### config.mk
export PLATFORM = sky130hd
export DESIGN_NAME = toggle_event_rx
export DESIGN_NICKNAME = d
export VERILOG_FILES = /design/src/rtl/toggle_event_rx.sv
export SDC_FILE = /design/constraint.sdc
export NUM_CORES = 1
export LEC_CHECK = 0
export CORE_ASPECT_RATIO = 0.9
export CORE_MARGIN = 3
export CORE_UTILIZATION = 44
export CTS_CLUSTER_SIZE = 25
export DETAILED_ROUTE_END_ITERATION = 12
export PLACE_DENSITY = 0.84
export SYNTH_ARGS = -nofsm -noshare
export SYNTH_HDL_FRONTEND = slang
export SYNTH_SLANG_ARGS = --single-unit
### constraint.sdc
create_clock -name clk -period 2.4 [get_ports clk]
set_clock_uncertainty 0.1 [all_clocks]
set_input_delay 0.48 -clock clk [delete_from_list [all_inputs] [get_ports clk]]
set_output_delay 0.48 -clock clk [all_outputs]
set_load 0.01 [all_outputs]
### src/rtl/toggle_event_rx.sv
// toggle_event_rx
//   Receive end of a toggle-encoded event link. The remote sender flips a
//   T flip-flop once per event; this block synchronises that level into clk,
//   turns each level change into one event, queues events as a pending count
//   drained over a valid/ready handshake, and keeps a wrapping running total
//   plus a sticky overflow flag.
//
//   A short PRIME phase after reset lets the synchroniser fill with the
//   current remote level, so a level that is already 1 when reset is released
//   is not mistaken for an event.

module toggle_event_rx #(
   parameter int SYNC_STAGES = 2,   // flops in the tgl_in synchroniser (>= 2)
   parameter int CW          = 4,   // pend_cnt width, max pending = 2**CW-1
   parameter int TW          = 8    // total_cnt width, wraps modulo 2**TW
) (
   input  logic          clk,
   input  logic          reset,
   input  logic          tgl_in,
   input  logic          evt_ready,
   input  logic          clr_ovf,
   output logic          evt_valid,
   output logic [CW-1:0] pend_cnt,
   output logic [TW-1:0] total_cnt,
   output logic          overflow,
   output logic          busy_prime
);

   // Prime counter counts 0..SYNC_STAGES, so it needs enough bits for that.
   localparam int PW = $clog2(SYNC_STAGES + 1);

   typedef enum logic {
      PRIME = 1'b0,
      RUN   = 1'b1
   } state_t;

   state_t                 state;
   logic [PW-1:0]          prime_cnt;
   logic [SYNC_STAGES-1:0] sync;
   logic                   prev;

   logic sl;       // synchronised toggle level
   logic chg;      // synchronised level differs from last cycle
   logic evt;      // a level change that counts as an event
   logic accept;   // consumer takes one pending event this edge
   logic full;     // pend_cnt at its maximum
   logic drop;     // event lost because the pending queue is full

   assign sl        = sync[SYNC_STAGES-1];
   assign chg       = sl ^ prev;
   assign evt_valid = (pend_cnt != '0);
   assign accept    = evt_valid & evt_ready;
   assign full      = &pend_cnt;

   // Classify this cycle's event: only RUN sees events, and an event into a
   // full queue is dropped unless an accept frees a slot on the same edge.
   // NOTE: every signal assigned in always_comb gets a default first, so no
   // path leaves it unassigned and no latch is inferred.
   always_comb begin
      evt  = 1'b0;
      drop = 1'b0;
      if (state == RUN) begin
         evt = chg;
      end
      if (evt && full && !accept) begin
         drop = 1'b1;
      end
   end

   // Synchroniser chain and previous-level register; prev tracks sl in every
   // state so the first RUN cycle compares against a settled level.
   // NOTE: sequential state uses non-blocking assignments so every flop
   // samples pre-edge values and the chain shifts by exactly one stage.
   always_ff @(posedge clk) begin
      if (reset) begin
         sync <= '0;
         prev <= 1'b0;
      end else begin
         sync <= {sync[SYNC_STAGES-2:0], tgl_in};
         prev <= sl;
      end
   end

   // PRIME/RUN sequencer: PRIME lasts SYNC_STAGES+1 cycles after reset
   // deasserts, then RUN until the next reset. busy_prime is registered.
   always_ff @(posedge clk) begin
      if (reset) begin
         state      <= PRIME;
         prime_cnt  <= '0;
         busy_prime <= 1'b1;
      end else begin
         case (state)
            PRIME: begin
               if (prime_cnt == PW'(SYNC_STAGES)) begin
                  state      <= RUN;
                  busy_prime <= 1'b0;
               end else begin
                  prime_cnt  <= prime_cnt + PW'(1);
                  busy_prime <= 1'b1;
               end
            end
            RUN: begin
               state      <= RUN;
               busy_prime <= 1'b0;
            end
            default: begin
               state      <= PRIME;
               prime_cnt  <= '0;
               busy_prime <= 1'b1;
            end
         endcase
      end
   end

   // Pending count, running total and sticky overflow. An event and an accept
   // on the same edge cancel in pend_cnt but the event still adds to the total.
   always_ff @(posedge clk) begin
      if (reset) begin
         pend_cnt  <= '0;
         total_cnt <= '0;
         overflow  <= 1'b0;
      end else begin
         if (evt && !accept && !full) begin
            pend_cnt <= pend_cnt + CW'(1);
         end else if (accept && !evt) begin
            pend_cnt <= pend_cnt - CW'(1);
         end

         if (evt && !drop) begin
            total_cnt <= total_cnt + TW'(1);
         end

         // A fresh drop outranks a clear arriving on the same edge.
         if (drop) begin
            overflow <= 1'b1;
         end else if (clr_ovf) begin
            overflow <= 1'b0;
         end
      end
   end

endmodule

==> run_results.csv <==
group,metric,value,unit
placed_design,dp_hpwl,1590,um
floorplanning,placeableCoreArea,0.00199,mm2
worst_setup_path,data_required_time_of_the_worst_path,2510,ps
routing,drt_iter0_drc,21,
finish,net_count_final,139,
timing,worstMarginPinSlew,524,ps
power,vdd.ir_drop.worst,631,uV
routing,route.antenna.remaining_nets,0,
worst_setup_path,worst_ep_arrival_time,2440,ps
floorplanning,chipHeight,50.2,um
clocking,cts.sinks,20,
worst_hold_path,hold_depth,1,
clocking,clock_tree.root_cell,"sky130_fd_sc_hd__clkbuf_4",
floorplanning,initial_utilization,0.479,
routing,route.vias.total,823,
worst_hold_path,hold_start,"sync[0]",
worst_setup_path,timing_worst_setup_path_type,"primary input to flip-flop",
placed_design,placedInstanceArea,0.00124,mm2
global_routing,grt_usage,0.174,
worst_hold_path,hold_wc_path_type,"flip-flop to flip-flop",
timing,finalCritPeriodShare,0.971,
power,powerDensity,901,mW/mm2
routing,post-route-drc-count,0,
clocking,tritoncts.num_buffers,3,
routing,drt-vias-per-instance,5.38,
global_routing,antenna_found_initial,0,
worst_setup_path,path_max_fanout,3,
routing,routed_wire_length_per_instance,13.8,um
timing,slew-limit-headroom,0.650,
worst_setup_path,flop_to_flop_setup_slack,80,ps
clocking,cts_tree,"built",
global_routing,globalRouteOverflowTotal,0,
worst_setup_path,timing.reg2reg.worst_path_depth,8,
worst_setup_path,timing.critical_path.from_type,"primary input",
power,p_leak,0.505,nW
global_routing,grt_pass1_wl,3540,um
worst_setup_path,worstReg2RegStart,"pend_cnt[3]",
routing,drt_first_pass_iters,4,
run,drv_cap,0,
synth,synth-warning-count,0,
worst_setup_path,crit_end_element,"flip-flop",
finish,stdcell_area,0.00130,mm2
timing,setup_ws,69.8,ps
synth,netlist-cell-type-count,36,
synth,seq_area_frac_synth,0.420,
synth,post_synth_inst_count,98,
synth,synth.net_count,108,
clocking,clk-insertion-delay-late,300,ps
routing,wire_length_reported_by_the_detailed_router,2110,um
floorplanning,die_width,55.1,um
finish,post-route-util,0.653,
global_routing,grt_max_degree,14,
clocking,htree_levels,1,
timing,timing.final.crit_period,2330,ps
synth,mappedNetlistArea,953,um2
floorplanning,boundaryPins,20,
clocking,clk_pin_slew_worst_paths,120,ps
placed_design,pre_cts_ws,-243,ps
clocking,clockBufferDepth,2,
global_routing,via_count_of_the_first_global_routing_pass,814,
finish,synthToLayoutAreaGrowth,36.2,%
timing,setup_viol_count_final,0,
timing,totalNegativeSetupSlack,0,ps
timing,final_hold_vios,0,
timing,timing_max_transition_violations_final,0,
finish,drive_gt1_frac,0.242,
placed_design,buffer_ports.inserted,19,
placed_design,routabilityCongestion,0.780,
finish,insertedDiodeCount,0,
synth,syn_avg_cell_area,9.73,um2
worst_setup_path,crit-reg2reg-capture,"pend_cnt[3]",
clocking,hold_buffers,0,
floorplanning,design.die.area,0.00276,mm2
timing,max_freq,429,MHz
power,p_total,1.17,mW
run_status,status,"finished, final reports clean",
worst_hold_path,hold_path_end,"sync[1]",
floorplanning,row_count,15,
synth,yosys_register_bits,20,
timing,rsz0062_at_grt,"yes",
[how the worst max path moves through the flow]
stage / depth (start not counted) / slack, ps / to / start
5_1_grt: 8 / -5 / pend_cnt[3] / pend_cnt[3]
3_3_place_gp: 9 / -180 / pend_cnt[3] / evt_ready
6_report: 9 / 70 / pend_cnt[3] / evt_ready
4_1_cts: 8 / 60 / pend_cnt[3] / pend_cnt[3]
2_1_floorplan: 9 / 10 / pend_cnt[3] / pend_cnt[1]
3_5_place_dp: 9 / -240 / pend_cnt[3] / evt_ready
[cells in the mapped netlist (all sizes together)]
master	instances	share of area
or3	4	0.029
a21oi	9	0.047
and3	1	0.0066
o211ai	1	0.0079
dfxtp	20	0.42
xnor2	1	0.0092
nor2	7	0.028
buf	3	0.029
o22ai	1	0.0066
fa	1	0.021
and4	1	0.010
nand3	3	0.016
o31ai	1	0.0079
nor2b	5	0.033
nand4	1	0.0066
clkbuf	1	0.0052
ha	4	0.052
o41ai	1	0.029
inv	4	0.016
nor3	3	0.016
or2	1	0.0066
mux2	1	0.012
nand2	4	0.016
a211oi	1	0.0079
nor3b	1	0.0079
mux2i	2	0.021
or4	2	0.016
o2111ai	2	0.025
a21o	2	0.017
xor2	4	0.045
o21ai	6	0.031
[metrics by stage]
step           hold slack, ps  std cells
2_1_floorplan             314         98
3_3_place_gp              319        148
3_5_place_dp              332        148
4_1_cts                   361        152
5_1_grt                   378        153
6_report                  356        153
[per-layer routing]
layer	global-route usage	vias to the layer above	part of all wire
li1	-	413	-
met1	0.210	393	0.46
met2	0.295	15	0.49
met3	0.0534	2	0.040
met4	0.0364	0	0.0081
met5	0	-	0
[layout by cell type (no fill, tap or decap), types with 2 or more instances in the layout]
master                            instances
sky130_fd_sc_hd__clkdlybuf4s50_1         18
sky130_fd_sc_hd__dfxtp_1                 16
sky130_fd_sc_hd__buf_4                   11
sky130_fd_sc_hd__a21oi_1                  8
sky130_fd_sc_hd__nor2_1                   7
sky130_fd_sc_hd__o21ai_0                  6
sky130_fd_sc_hd__nor2b_1                  5
sky130_fd_sc_hd__nand2_1                  4
sky130_fd_sc_hd__inv_1                    3
sky130_fd_sc_hd__nand3_1                  3
sky130_fd_sc_hd__xor2_1                   3
sky130_fd_sc_hd__nor3_1                   3
sky130_fd_sc_hd__ha_1                     3
sky130_fd_sc_hd__clkbuf_4                 3
sky130_fd_sc_hd__dfxtp_2                  3
sky130_fd_sc_hd__or4_1                    2
sky130_fd_sc_hd__mux2i_1                  2
sky130_fd_sc_hd__or3_2                    2
sky130_fd_sc_hd__or3_1                    2
[worst max-delay path, cell delays in order]
cell,delay (ps)
sky130_fd_sc_hd__clkdlybuf4s50_1,530
sky130_fd_sc_hd__o41ai_4,100
sky130_fd_sc_hd__and4_4,200
sky130_fd_sc_hd__inv_4,60
sky130_fd_sc_hd__ha_4,190
sky130_fd_sc_hd__a21o_1,170
sky130_fd_sc_hd__a21oi_2,160
sky130_fd_sc_hd__mux2i_1,210
sky130_fd_sc_hd__mux2_2,350
[power breakdown]
group	switching, mW	internal [mW]	total [mW]
Clock	0.109	0.127	0.236
Sequential	0.0719	0.393	0.465
Combinational	0.207	0.262	0.469
Total	0.388	0.782	1.17
[cell type report]
type	instances	area, um2
flip-flops and latches	20	408
multi-input cells	70	523
fillers	177	691
inverters	4	17.5
well taps	25	31.3
repair buffers	30	272
clock buffers	4	47.5
[repair_timing]
action                                  4_1_cts  5_1_grt
endpoints found under the setup margin        1        1
pin swaps                                     0        3
setup buffers                                 0        1
resized for setup                             1        1
[cells by family after synthesis]
| group | count (synthesis) | share of synthesized area |
|---|---|---|
| mux | 3 | 0.0328 |
| flops | 20 | 0.420 |
| xor+xnor | 5 | 0.0538 |
| compound gates | 24 | 0.180 |
| buf+inv | 8 | 0.0499 |
| simple gates | 33 | 0.190 |
| fa+ha+maj | 5 | 0.0735 |
[registers in the layout, summed over array words and instances (netlist names)]
name        flops
pend_cnt        4
state           1
busy_prime      1
prev            1
prime_cnt       2
sync            2
total_cnt       8
overflow        1
Note: power is estimated with default switching activity, not from simulation.
